$ cat src/rtl/stage_phase_modulation.sv
// stage_phase_modulation: adds per-slot modulation and self-feedback to the accumulated phase
`ifndef NUM_VOICE_OPERATORS
`define NUM_VOICE_OPERATORS 16
`endif

package stage_phase_modulation_pkg;
    typedef logic [3:0] VoiceOperatorID_t;
    typedef struct packed {
        logic [12:0] Reserved;
        logic [2:0]  FeedbackLevel;
    } AlgorithmWord_t;
endpackage

module stage_phase_modulation
    import stage_phase_modulation_pkg::*;
(
    input  logic i_Clock,
    input  logic i_Reset,
    stage_phase_modulation_if.slave bus
);
    typedef enum logic {CLEAR, RUN} state_t;

    state_t           state, state_next;
    VoiceOperatorID_t sweep_count;
    logic             clearing;

    logic signed [15:0] mod_mem   [`NUM_VOICE_OPERATORS];
    logic signed [15:0] hist0_mem [`NUM_VOICE_OPERATORS];
    logic signed [15:0] hist1_mem [`NUM_VOICE_OPERATORS];

    logic        [15:0] phase_s1;
    VoiceOperatorID_t   voice_s1;
    AlgorithmWord_t     algorithm_s1;
    logic signed [15:0] mod_s1, hist0_s1, hist1_s1;

    logic signed [16:0] hist_sum;
    logic        [2:0]  fb_shift;
    logic signed [15:0] fb;

    // state register and clear-sweep address counter
    always_ff @(posedge i_Clock) begin
        if (i_Reset) begin
            state       <= CLEAR;
            sweep_count <= '0;
        end else begin
            state       <= state_next;
            sweep_count <= clearing ? sweep_count + 1'b1 : sweep_count;
        end
    end

    // leave CLEAR once the last slot has been zeroed
    always_comb begin
        state_next = state;
        if (state == CLEAR && sweep_count == VoiceOperatorID_t'(`NUM_VOICE_OPERATORS - 1))
            state_next = RUN;
    end

    // FSM outputs
    always_comb begin
        clearing   = (state == CLEAR);
        bus.o_Ready = (state == RUN);
    end

    // memory writes: sweep zeroes one slot per cycle, external writes only in RUN
    always_ff @(posedge i_Clock) begin
        if (!i_Reset) begin
            if (clearing) begin
                mod_mem[sweep_count]   <= '0;
                hist0_mem[sweep_count] <= '0;
                hist1_mem[sweep_count] <= '0;
            end else begin
                if (bus.i_ModulationWriteEnable)
                    mod_mem[bus.i_ModulationWriteAddr] <= bus.i_ModulationWriteData;
                if (bus.i_OperatorOutputValid) begin
                    hist1_mem[bus.i_OperatorOutputAddr] <= hist0_mem[bus.i_OperatorOutputAddr];
                    hist0_mem[bus.i_OperatorOutputAddr] <= bus.i_OperatorOutputData;
                end
            end
        end
    end

    // clock 1: register inputs and read the slot's memories (old value on same-cycle write)
    always_ff @(posedge i_Clock) begin
        if (i_Reset) begin
            phase_s1     <= '0;
            voice_s1     <= '0;
            algorithm_s1 <= '0;
            mod_s1       <= '0;
            hist0_s1     <= '0;
            hist1_s1     <= '0;
        end else begin
            phase_s1     <= bus.i_Phase;
            voice_s1     <= bus.i_VoiceOperator;
            algorithm_s1 <= AlgorithmWord_t'(bus.i_AlgorithmWord);
            mod_s1       <= mod_mem[bus.i_VoiceOperator];
            hist0_s1     <= hist0_mem[bus.i_VoiceOperator];
            hist1_s1     <= hist1_mem[bus.i_VoiceOperator];
        end
    end

    // feedback: average-style sum of the last two samples scaled by the feedback level
    always_comb begin
        hist_sum = {hist0_s1[15], hist0_s1} + {hist1_s1[15], hist1_s1};
        fb_shift = 3'(4'd8 - {1'b0, algorithm_s1.FeedbackLevel});
        fb       = (algorithm_s1.FeedbackLevel == 3'd0) ? 16'sd0 : 16'(hist_sum >>> fb_shift);
    end

    // clock 2: modulated phase wraps modulo 2^17; held at zero during the sweep
    always_ff @(posedge i_Clock) begin
        if (i_Reset) begin
            bus.o_Phase         <= '0;
            bus.o_VoiceOperator <= '0;
            bus.o_AlgorithmWord <= '0;
        end else begin
            bus.o_Phase         <= clearing ? 17'sd0 :
                                   17'({2'b00, phase_s1} + {{2{mod_s1[15]}}, mod_s1} + {{2{fb[15]}}, fb});
            bus.o_VoiceOperator <= voice_s1;
            bus.o_AlgorithmWord <= algorithm_s1;
        end
    end
endmodule

$ cat src/rtl/stage_phase_modulation_if.sv
// stage_phase_modulation_if: phase, modulation-memory and operator-output signals of the phase modulation stage
interface stage_phase_modulation_if;
    logic        [15:0] i_Phase;
    logic        [3:0]  i_VoiceOperator;
    logic        [15:0] i_AlgorithmWord;
    logic               i_ModulationWriteEnable;
    logic        [3:0]  i_ModulationWriteAddr;
    logic signed [15:0] i_ModulationWriteData;
    logic               i_OperatorOutputValid;
    logic        [3:0]  i_OperatorOutputAddr;
    logic signed [15:0] i_OperatorOutputData;
    logic signed [16:0] o_Phase;
    logic        [3:0]  o_VoiceOperator;
    logic        [15:0] o_AlgorithmWord;
    logic               o_Ready;

    modport master (
        output i_Phase, i_VoiceOperator, i_AlgorithmWord,
        output i_ModulationWriteEnable, i_ModulationWriteAddr, i_ModulationWriteData,
        output i_OperatorOutputValid, i_OperatorOutputAddr, i_OperatorOutputData,
        input  o_Phase, o_VoiceOperator, o_AlgorithmWord, o_Ready
    );

    modport slave (
        input  i_Phase, i_VoiceOperator, i_AlgorithmWord,
        input  i_ModulationWriteEnable, i_ModulationWriteAddr, i_ModulationWriteData,
        input  i_OperatorOutputValid, i_OperatorOutputAddr, i_OperatorOutputData,
        output o_Phase, o_VoiceOperator, o_AlgorithmWord, o_Ready
    );
endinterface

$ cat src/flat_wrapper.sv
// flat-port wrapper written by rule: the top's interface ports become plain ports
module stage_phase_modulation_flat import stage_phase_modulation_pkg::*;
  (i_Clock, i_Reset, bus_i_Phase, bus_i_VoiceOperator, bus_i_AlgorithmWord, bus_i_ModulationWriteEnable, bus_i_ModulationWriteAddr, bus_i_ModulationWriteData, bus_i_OperatorOutputValid, bus_i_OperatorOutputAddr, bus_i_OperatorOutputData, bus_o_Phase, bus_o_VoiceOperator, bus_o_AlgorithmWord, bus_o_Ready);
  stage_phase_modulation_if bus_i ();
  input  logic i_Clock;
  input  logic i_Reset;
  input wire logic [$bits(bus_i.i_Phase)-1:0] bus_i_Phase;
  input wire logic [$bits(bus_i.i_VoiceOperator)-1:0] bus_i_VoiceOperator;
  input wire logic [$bits(bus_i.i_AlgorithmWord)-1:0] bus_i_AlgorithmWord;
  input wire logic [$bits(bus_i.i_ModulationWriteEnable)-1:0] bus_i_ModulationWriteEnable;
  input wire logic [$bits(bus_i.i_ModulationWriteAddr)-1:0] bus_i_ModulationWriteAddr;
  input wire logic [$bits(bus_i.i_ModulationWriteData)-1:0] bus_i_ModulationWriteData;
  input wire logic [$bits(bus_i.i_OperatorOutputValid)-1:0] bus_i_OperatorOutputValid;
  input wire logic [$bits(bus_i.i_OperatorOutputAddr)-1:0] bus_i_OperatorOutputAddr;
  input wire logic [$bits(bus_i.i_OperatorOutputData)-1:0] bus_i_OperatorOutputData;
  output wire logic [$bits(bus_i.o_Phase)-1:0] bus_o_Phase;
  output wire logic [$bits(bus_i.o_VoiceOperator)-1:0] bus_o_VoiceOperator;
  output wire logic [$bits(bus_i.o_AlgorithmWord)-1:0] bus_o_AlgorithmWord;
  output wire logic [$bits(bus_i.o_Ready)-1:0] bus_o_Ready;
  assign bus_i.i_Phase = bus_i_Phase;
  assign bus_i.i_VoiceOperator = bus_i_VoiceOperator;
  assign bus_i.i_AlgorithmWord = bus_i_AlgorithmWord;
  assign bus_i.i_ModulationWriteEnable = bus_i_ModulationWriteEnable;
  assign bus_i.i_ModulationWriteAddr = bus_i_ModulationWriteAddr;
  assign bus_i.i_ModulationWriteData = bus_i_ModulationWriteData;
  assign bus_i.i_OperatorOutputValid = bus_i_OperatorOutputValid;
  assign bus_i.i_OperatorOutputAddr = bus_i_OperatorOutputAddr;
  assign bus_i.i_OperatorOutputData = bus_i_OperatorOutputData;
  assign bus_o_Phase = bus_i.o_Phase;
  assign bus_o_VoiceOperator = bus_i.o_VoiceOperator;
  assign bus_o_AlgorithmWord = bus_i.o_AlgorithmWord;
  assign bus_o_Ready = bus_i.o_Ready;
  stage_phase_modulation u_core (.i_Clock(i_Clock), .i_Reset(i_Reset), .bus(bus_i));
endmodule
$ cat config.mk
export PLATFORM = sky130hd
export DESIGN_NAME = stage_phase_modulation_flat
export DESIGN_NICKNAME = d
export VERILOG_FILES = /design/src/rtl/stage_phase_modulation.sv /design/src/rtl/stage_phase_modulation_if.sv /design/src/flat_wrapper.sv
export SDC_FILE = /design/constraint.sdc
export NUM_CORES = 1
export LEC_CHECK = 0
export CORE_AREA = 2 2 291 293
export CTS_CLUSTER_SIZE = 24
export DETAILED_ROUTE_END_ITERATION = 16
export DIE_AREA = 0 0 293 295
export SKIP_LAST_GASP = 1
export SLEW_MARGIN = 15
export SYNTH_ARGS = -nofsm -noshare
export SYNTH_HDL_FRONTEND = slang
export SYNTH_SLANG_ARGS = --single-unit
$ cat constraint.sdc
create_clock -name i_Clock -period 5 [get_ports i_Clock]
set_input_delay 0.5 -clock i_Clock [delete_from_list [all_inputs] [get_ports i_Clock]]
set_output_delay 0.5 -clock i_Clock [all_outputs]
set_load 0.03 [all_outputs]
Yosys cells after proc, flatten, opt, wreduce, memory -nomap -nowiden. Memories as Yosys holds them, arrays and structs flattened. A register that Yosys moved wholly into a read port is not among the register bits. Cells that the tools add are included.

Register bits: 78. Memory bits (writable): 768. Bits of input ports: 80. Output and inout bits: 38. Logic and storage cells: 47. Memories kept: 3.

Add/sub/neg operators: 5. Equality and inequality tests: 1. Shift operators: 1. Multiplexer cells: 21. Bitwise operators: 1. Reductions and logical operators: 6.

Memories: u_core.hist0_mem (words 16, width 16, rd ports 2, clocked after Yosys merged registers in 1, write ports 1, RTL line stage_phase_modulation.sv:28) `` logic signed [15:0] hist0_mem [`NUM_VOICE_OPERATORS]; ``; u_core.hist1_mem (words 16, width 16, rd ports 1, clocked after Yosys merged registers in 1, write ports 1, RTL line stage_phase_modulation.sv:29) `` logic signed [15:0] hist1_mem [`NUM_VOICE_OPERATORS]; ``; u_core.mod_mem (words 16, width 16, rd ports 1, clocked after Yosys merged registers in 1, write ports 1, RTL line stage_phase_modulation.sv:27) `` logic signed [15:0] mod_mem [`NUM_VOICE_OPERATORS]; ``.

Operators with widths (count): two-way mux 16 bit (4); OR reduction 16 bit (3); adder 16 x 16 -> 17 bit (1); adder 17 x 16 -> 17 bit (1); adder 17 bit (1); >>> shifter 17 x 3 -> 16 bit (1); two-way mux 1 bit (14); two-way mux 4 bit (3); adder 4 x 1 -> 4 bit (second input constant) (1); == test 4 bit (second input constant) (1); zero test 3 bit (1); subtractor 1 x 3 -> 3 bit (first input constant) (1); OR reduction 2 bit (1); logical AND 1 bit (1); NOT 1 bit (1).

Longest topological paths before layout. Gate-level depths: netlist of the first run.

Depth after elaboration: 6. Depth in mapped cells: 23. Mapped depth without buffers: 23.

Worst setup path before layout of the first run. Ideal clock, no wire load.

Path type: register -> register. Start: reg u_core.algorithm_s1[0] in the netlist's numbering. End: reg u_core.bus.o_Phase[16]. Library setup time: 115 ps. Arrival: 4448 ps. Data required time: 4885 ps. Slack: 437 ps. Cell stages (with the launch flop): 20. Buffers on the path: 4. Clock period less this slack: 4563 ps. Cell sequence: dfxtp_1 -> clkbuf_1 -> inv_2 -> buf_1 -> ha_1 -> clkbuf_1 -> inv_1 -> clkbuf_1 -> mux2_2 -> o21ai_0 -> fa_1 -> ha_1 -> a21oi_1 -> o211ai_1 -> o211ai_1 -> a21oi_1 -> o31a_1 -> o211ai_1 -> a21oi_1 -> o21a_1.

Cells in the longest elaborated chain, start to end: 4. Elaborated cells between the ends (all ways): 5.

Ends and longest elaborated chain: start: declaration (RTL line stage_phase_modulation.sv:33) `AlgorithmWord_t algorithm_s1;`; start signal: assignment (RTL line stage_phase_modulation.sv:94) `algorithm_s1 <= AlgorithmWord_t'(bus.i_AlgorithmWord);`; subtractor 1 x 3 -> 3 bit (RTL line stage_phase_modulation.sv:104) `fb_shift = 3'(4'd8 - {1'b0, algorithm_s1.FeedbackLevel});`; >>> shifter 17 x 3 -> 16 bit (RTL line stage_phase_modulation.sv:105) `fb = (algorithm_s1.FeedbackLevel == 3'd0) ? 16'sd0 : 16'(hist_sum >>> fb_shift);`; two-way mux 16 bit * (RTL line stage_phase_modulation.sv:105); adder 17 bit * (RTL line stage_phase_modulation.sv:116) `17'({2'b00, phase_s1} + {{2{mod_s1[15]}}, mod_s1} + {{2{fb[15]}}, fb});`; end signal: assignment (RTL line stage_phase_modulation.sv:115) `bus.o_Phase <= clearing ? 17'sd0 :`; end: declaration (RTL line stage_phase_modulation_if.sv:28) `output o_Phase, o_VoiceOperator, o_AlgorithmWord, o_Ready`.

Mark *: on every way between the ends. The rest lies on a longest branch, timed or not. A chain may end at the register's enable or synchronous reset.

Worst setup path in the final report of the first run.
Start: reg u_core.hist1_s1[0] (read register of u_core.hist1_mem). End: reg u_core.bus.o_Phase[16].

Cells in the longest elaborated chain, start to end: 4.

Ends and longest elaborated chain: start: declaration (RTL line stage_phase_modulation.sv:34) `logic signed [15:0] mod_s1, hist0_s1, hist1_s1;`; adder 16 x 16 -> 17 bit (RTL line stage_phase_modulation.sv:103) `hist_sum = {hist0_s1[15], hist0_s1} + {hist1_s1[15], hist1_s1};`; >>> shifter 17 x 3 -> 16 bit (RTL line stage_phase_modulation.sv:105); two-way mux 16 bit (RTL line stage_phase_modulation.sv:105); adder 17 bit (RTL line stage_phase_modulation.sv:116).

Every way passes these cells.

==> metrics.csv, run 1 <==
metric;value;unit
status;completed;
slowest_delay;0.44;ns
rows;106;
drc_errors;0;
hpwlAfterDp;52.7;mm
synth_area_per_cell;19.6;um^2
dr.pass1.iters;5;
n_fill_cell;6511;
r2r_start;u_core.hist1_s1[0];
fin_crit;4.76;ns
critPathMaxFanout;5;
htree_levels;3;
critical_path.top_delay_family;compound AO/OA/AOI/OAI gates;
power_density;374;nW/um^2
yosysMostFrequentCell;edfxtp_1;
hold_violations;0;
r2r_slack;0.24;ns
worstMarginPinSlew;1.03;ns
die_height;295;um
synth_edf_count;768;
arrival;5.29;ns
clock_latency;0.64;ns
grt_max_degree;80;
worstSetupPathType;reg -> reg;
syn-instance-count;1899;
synth_cell_type_count;65;
drt_iter0_drc;1863;
die_w;293;um
finalSetupViolCount;0;
ir_worst_vdd;286;uV
drive_above_1_share;27.4;%
dr.max_layer_used;met5;
synth_common_cells;edfxtp_1 (768), mux4_2 (320), dfxtp_1 (126);
worstSetupStartpointType;flip-flop;
wirelength;89.2;mm
io_pins;118;
cts.sinks;894;
rsz0062_at_grt;yes;
wl_met2;42.7;mm
p_leak;14.7;nW
yosysSeqAreaShare;68.8;%
end_kind;flip-flop;
path_buf_inv;1;
syn2layout_area_growth;15.8;%
place_congestion;0.816;
initial_core_util;44.7;%
fin_util;51.8;%
yosysWarnings;0;
grt_pass1_wl;131;mm
place_ws;0.0203;ns
dieArea;86400;um^2
cts_buffers;92;
reg2reg_to;u_core.bus.o_Phase[16];
holdWs;0.205;ns
root_buffer;clkbuf_16;
grt-ovfl-total;0;
drt.antenna.violating_nets;0;
cts.path.max_buffers;3;
hold_class;in -> reg;
nets;2205;
postCtsHoldBufs;0;
synthFlopType;edfxtp_1;
routedWlPerCell;27.6;um
antenna_found_initial;6;
coreArea;83200;um^2
cap_violations;0;
whs_endpoint;u_core.sweep_count[1];
crit_path_top_delay_cell;fa_1;
m1WireLength;38.6;mm
synth_top_area_cell;edfxtp_1;
setup_slack;0.237;ns
route.met3.wl;6.21;mm
grt_pass1_vias;19873;
clk_pin_slew;0.06;ns
via_count;19188;
min_period_over_period;95.3;%
ys_ff_latch;894;
grt_use_total;20.8;%
synth_area;37200;um^2
final_max_slew_viol_count;0;
slew-limit-headroom;31.5;%
ys_async_sr_fraction;0;%
path_cells;ha_2 -> inv_1 -> fa_2 -> nor2b_2 -> o31a_2 -> o211ai_4 -> a2111oi_4 -> a311oi_2 -> mux2i_1 -> o2bb2a_4 -> o22ai_4 -> fa_1 -> ha_2 -> or3_4 -> o211ai_1 -> a21oi_2 -> o31a_1 -> o211ai_1 -> a21oi_1 -> o21a_1;
io_buffers;117;
cts_tree;done;
syn-num-nets;2032;
min_path_cells;2;
viasPerCell;5.94;
hp-start;i_Reset;
synth_top_area_share;62.0;%
clock_skew;0.0209;ns
fmax;210;MHz
synth.area.top_cells;edfxtp_1 (62%), mux4_2 (19%), dfxtp_1 (6.8%);
rr_worst_depth;20;
critPathRequiredTime;5.52;ns
worst reg2reg max path, delay by kind of cell, from the launching register on:
family | cells | cell delay [ns]
and+or+nand+nor | 2 | 0.51
AOI/OAI and AO/OA | 12 | 2.37
muxes | 1 | 0.23
DFF | 1 | 0.32
buffers and inverters | 1 | 0.06
adders and majority gates | 4 | 1.18
report_power, final:
part | internal (mW) | leakage, nW | switching (mW) | total [mW]
clock network | 3.80 | 1.43 | 2.87 | 6.68
logic | 0.591 | 4.68 | 0.698 | 1.29
registers | 8.12 | 8.58 | 0.0416 | 8.16
metal layers:
layer	GRT usage, %	vias up
met5	0	-
met3	3.96	102
li1	-	8105
met1	30.3	10300
met4	5.25	2
met2	32.8	679
placed cells by master (no fill, tap or decap), types with 6 or more instances in the layout:
master	Yosys	routed
bufinv_16	0	6
dfxtp_1	126	126
xor2_1	10	10
clkbuf_16	0	93
mux2_2	8	8
a31oi_1	8	7
nand2_1	37	37
o211ai_1	9	9
nor2b_1	124	122
xnor2_1	14	14
nand3_1	9	9
fa_1	19	17
o21a_1	8	8
clkinv_2	0	16
clkinv_1	0	20
nor2_1	77	61
buf_4	1	74
nor3_1	10	9
a21oi_1	33	29
nor2_4	0	16
and3_1	34	34
ha_1	34	30
edfxtp_1	768	768
mux4_2	320	320
o21ai_0	13	12
inv_1	24	24
mux2i_1	14	14
clkbuf_1	76	22
a21o_1	11	11
clkdlybuf4s50_1	0	110
through the flow:
step	setup TNS [ns]	total power, mW	cells	area (um^2)
floorplan	0	9.16	1899	37200
global placement	0	9.57	3052	39900
detailed placement	0	9.58	3052	39900
CTS	0	16.2	3224	42900
global route	-0.0590	16.7	3230	43100
finish	0	16.1	3233	43100
area by class of cell:
class	count	area [um^2]	area share [%]
Sequential cell	894	25600	59.4
Clock buffer	118	2450	5.69
Antenna cell	3	7.51	0.0174
Multi-Input combinational cell	867	11300	26.3
Timing Repair Buffer	192	1780	4.12
Tap cell	1080	1350	3.14
Clock inverter	54	485	1.13
Inverter	25	93.8	0.218
what timing repair did:
item	CTS	global route
setup buffers	0	6
pin swaps	0	11
setup endpoints to repair	1	5
cloned	0	0
resized for setup	1	26
worst max-delay path by stage:
| stage | depth (start not counted) | to | startpoint |
|---|---|---|---|
| floorplan | 19 | u_core.bus.o_Phase[16] | u_core.algorithm_s1[0] |
| global placement | 20 | u_core.bus.o_Phase[16] | u_core.hist1_s1[0] |
| CTS | 20 | u_core.bus.o_Phase[16] | u_core.hist1_s1[0] |
| detailed placement | 20 | u_core.bus.o_Phase[16] | u_core.hist1_s1[0] |
| global route | 20 | u_core.bus.o_Phase[16] | u_core.hist1_s1[0] |
| finish | 20 | u_core.bus.o_Phase[16] | u_core.hist1_s1[0] |
kinds of logic after synthesis:
family | Yosys count | synth area share (%)
AO/OA/AOI/OAI | 127 | 2.30
XOR/XNOR | 24 | 0.565
adder cells (fa/ha/maj) | 53 | 2.17
buffers and inverters | 138 | 1.53
flip-flops | 894 | 68.8
multiplexers | 343 | 20.0
AND/OR/NAND/NOR | 320 | 4.62
state kept, by name, summed over array words and instances, names as in the netlist, 16 cells and up:
| register | count |
|---|---|
| u_core.hist1_mem | 256 |
| u_core.bus.o_AlgorithmWord | 16 |
| u_core.hist1_s1 | 16 |
| u_core.algorithm_s1 | 16 |
| u_core.phase_s1 | 16 |
| u_core.hist0_s1 | 16 |
| u_core.mod_mem | 256 |
| u_core.hist0_mem | 256 |
| u_core.bus.o_Phase | 17 |
| u_core.mod_s1 | 16 |
Power figures use the tool's default switching activity.
==> inputs of run 2 (changes only) <==
Settings changed: RECOVER_POWER set to 25.
==> metrics.csv, run 2 (synthesized netlist as in run 1, its figures left out) <==
metric;value;unit;change
status;finished, violations left;;was completed
violations;capacitance limit, slew limit;;
r2r_slack;0.24;ns;about the same
critPathRequiredTime;5.53;ns;was 5.52 ns
cts_tree;done;;unchanged
grt_pass1_wl;131;mm;unchanged
die_height;295;um;unchanged
p_leak;14.8;nW;was 14.7 nW
end_kind;flip-flop;;unchanged
grt-ovfl-total;0;;unchanged
htree_levels;3;;unchanged
worstSetupPathType;reg -> reg;;unchanged
die_w;293;um;unchanged
rows;106;;unchanged
grt_pass1_vias;19873;;unchanged
slowest_delay;0.44;ns;about the same
initial_core_util;44.7;%;unchanged
io_buffers;117;;unchanged
nets;2205;;unchanged
antenna_found_initial;6;;unchanged
io_pins;118;;unchanged
path_cells;ha_2 -> inv_1 -> fa_2 -> nor2b_2 -> o31a_2 -> o211ai_4 -> a2111oi_4 -> a311oi_2 -> mux2i_1 -> o2bb2a_4 -> o22ai_4 -> fa_1 -> ha_2 -> or3_4 -> o211ai_1 -> a21oi_2 -> o31a_1 -> o211ai_1 -> a21oi_1 -> o21a_1;;unchanged
hold_violations;0;;unchanged
instances_no_fill;3233;;unchanged
wirelength;89.1;mm;was 89.2 mm
cts_buffers;92;;unchanged
place_ws;0.0203;ns;unchanged
final_cell_mix;edfxtp_1 (768), mux4_2 (320), dfxtp_1 (126);;unchanged
ir_worst_vdd;287;uV;was 286 uV
power_density;375;nW/um^2;was 374 nW/um^2
grt_use_total;20.8;%;unchanged
worstSetupStartpointType;flip-flop;;unchanged
final_max_slew_viol_count;69;;was 0
drive_above_1_share;27.3;%;was 27.4%
cts.sinks;894;;unchanged
arrival;5.29;ns;about the same
hold_class;in -> reg;;unchanged
fmax;210;MHz;about the same
syn2layout_area_growth;15.7;%;was 15.8%
min_period_over_period;95.3;%;about the same
rsz0062_at_grt;yes;;unchanged
drc_errors;0;;unchanged
path_buf_inv;1;;unchanged
clock_latency;0.64;ns;about the same
dieArea;86400;um^2;unchanged
via_count;19177;;was 19188
coreArea;83200;um^2;unchanged
fin_util;51.8;%;about the same
crit_path_top_delay_cell;fa_1;;unchanged
fin_crit;4.76;ns;about the same
root_buffer;clkbuf_16;;unchanged
drt_iter0_drc;1888;;was 1863
holdWs;0.200;ns;was 0.205 ns
place_area;39900;um^2;unchanged
cap_violations;1;;was 0
fin_area;43000;um^2;was 43100 um^2
critical_path.top_delay_family;compound AO/OA/AOI/OAI gates;;unchanged
reg_top3;u_core.hist0_mem: 256 flops, u_core.hist1_mem: 256 flops, u_core.mod_mem: 256 flops;;unchanged
clk_pin_slew;0.06;ns;about the same
grt_max_degree;80;;unchanged
viasPerCell;5.93;;was 5.94
final_common_cell;edfxtp_1;;unchanged
worstMarginPinSlew;2.85;ns;was 1.03 ns
hpwlAfterDp;52.7;mm;unchanged
cts.path.max_buffers;3;;unchanged
postCtsHoldBufs;0;;unchanged
routedWlPerCell;27.6;um;about the same
slew-limit-headroom;-90.3;%;was 31.5%
clock_skew;0.0208;ns;was 0.0209 ns
critPathMaxFanout;5;;unchanged
dp.cells;3052;;unchanged
finalSetupViolCount;0;;unchanged
drt.antenna.violating_nets;0;;unchanged
setup_slack;0.237;ns;about the same
place_congestion;0.816;;unchanged
dr.pass1.iters;5;;unchanged
run 2: final timing paths:
| path | startpoint | end | depth (start not counted) |
|---|---|---|---|
| setup / recovery | u_core.hist1_s1[0] | u_core.bus.o_Phase[16] | 20 |
| hold / removal | i_Reset | u_core.sweep_count[1] | 2 |
| setup reg to reg | u_core.hist1_s1[0] | u_core.bus.o_Phase[16] | 20 |
| hold reg to reg | u_core.voice_s1[3] | u_core.bus.o_VoiceOperator[3] | 1 |
run 2: worst reg2reg max path, stage by stage (launching register included):
cell	delay (ns)
dfxtp_1	0.32
ha_2	0.19
inv_1	0.06
fa_2	0.35
nor2b_2	0.14
o31a_2	0.23
o211ai_4	0.13
a2111oi_4	0.37
a311oi_2	0.10
mux2i_1	0.23
o2bb2a_4	0.20
o22ai_4	0.16
fa_1	0.44
ha_2	0.20
or3_4	0.37
o211ai_1	0.24
a21oi_2	0.10
o31a_1	0.32
o211ai_1	0.23
a21oi_1	0.10
o21a_1	0.19
run 2: layer usage:
metal	share of wire (%)	GRT usage (%)
met5	0.015	0
met4	1.7	5.25
met3	7.0	3.96
met2	48	32.8
met1	43	30.3
run 2: cell type report:
class	count	area [um^2]
fill	6514	40100
sequential	894	25600
multi-input combinational	867	11300
clock buffer	118	2450
timing repair buffer	192	1770
tap	1080	1350
clock inverter	54	485
inverter	25	93.8
antenna	3	7.51
run 2: power breakdown:
part / internal (mW) / switching, mW / total, mW
clock network: 3.80 / 2.87 / 6.68
logic: 0.589 / 0.698 / 1.29
registers: 8.12 / 0.0412 / 8.16
total: 12.5 / 3.61 / 16.1
run 2: timing repair:
action,in CTS,in global routing
setup endpoints to repair,1,5
setup buffers,0,6
pin swaps,0,11
resized for setup,1,26
endpoints found under the hold margin,0,0
run 2: metrics by stage:
step	power [mW]	setup TNS (ns)
after floorplan	9.16	0
final	16.1	0
after detailed placement	9.58	0
after CTS	16.2	0
after global placement	9.57	0
after global routing	16.7	-0.0590
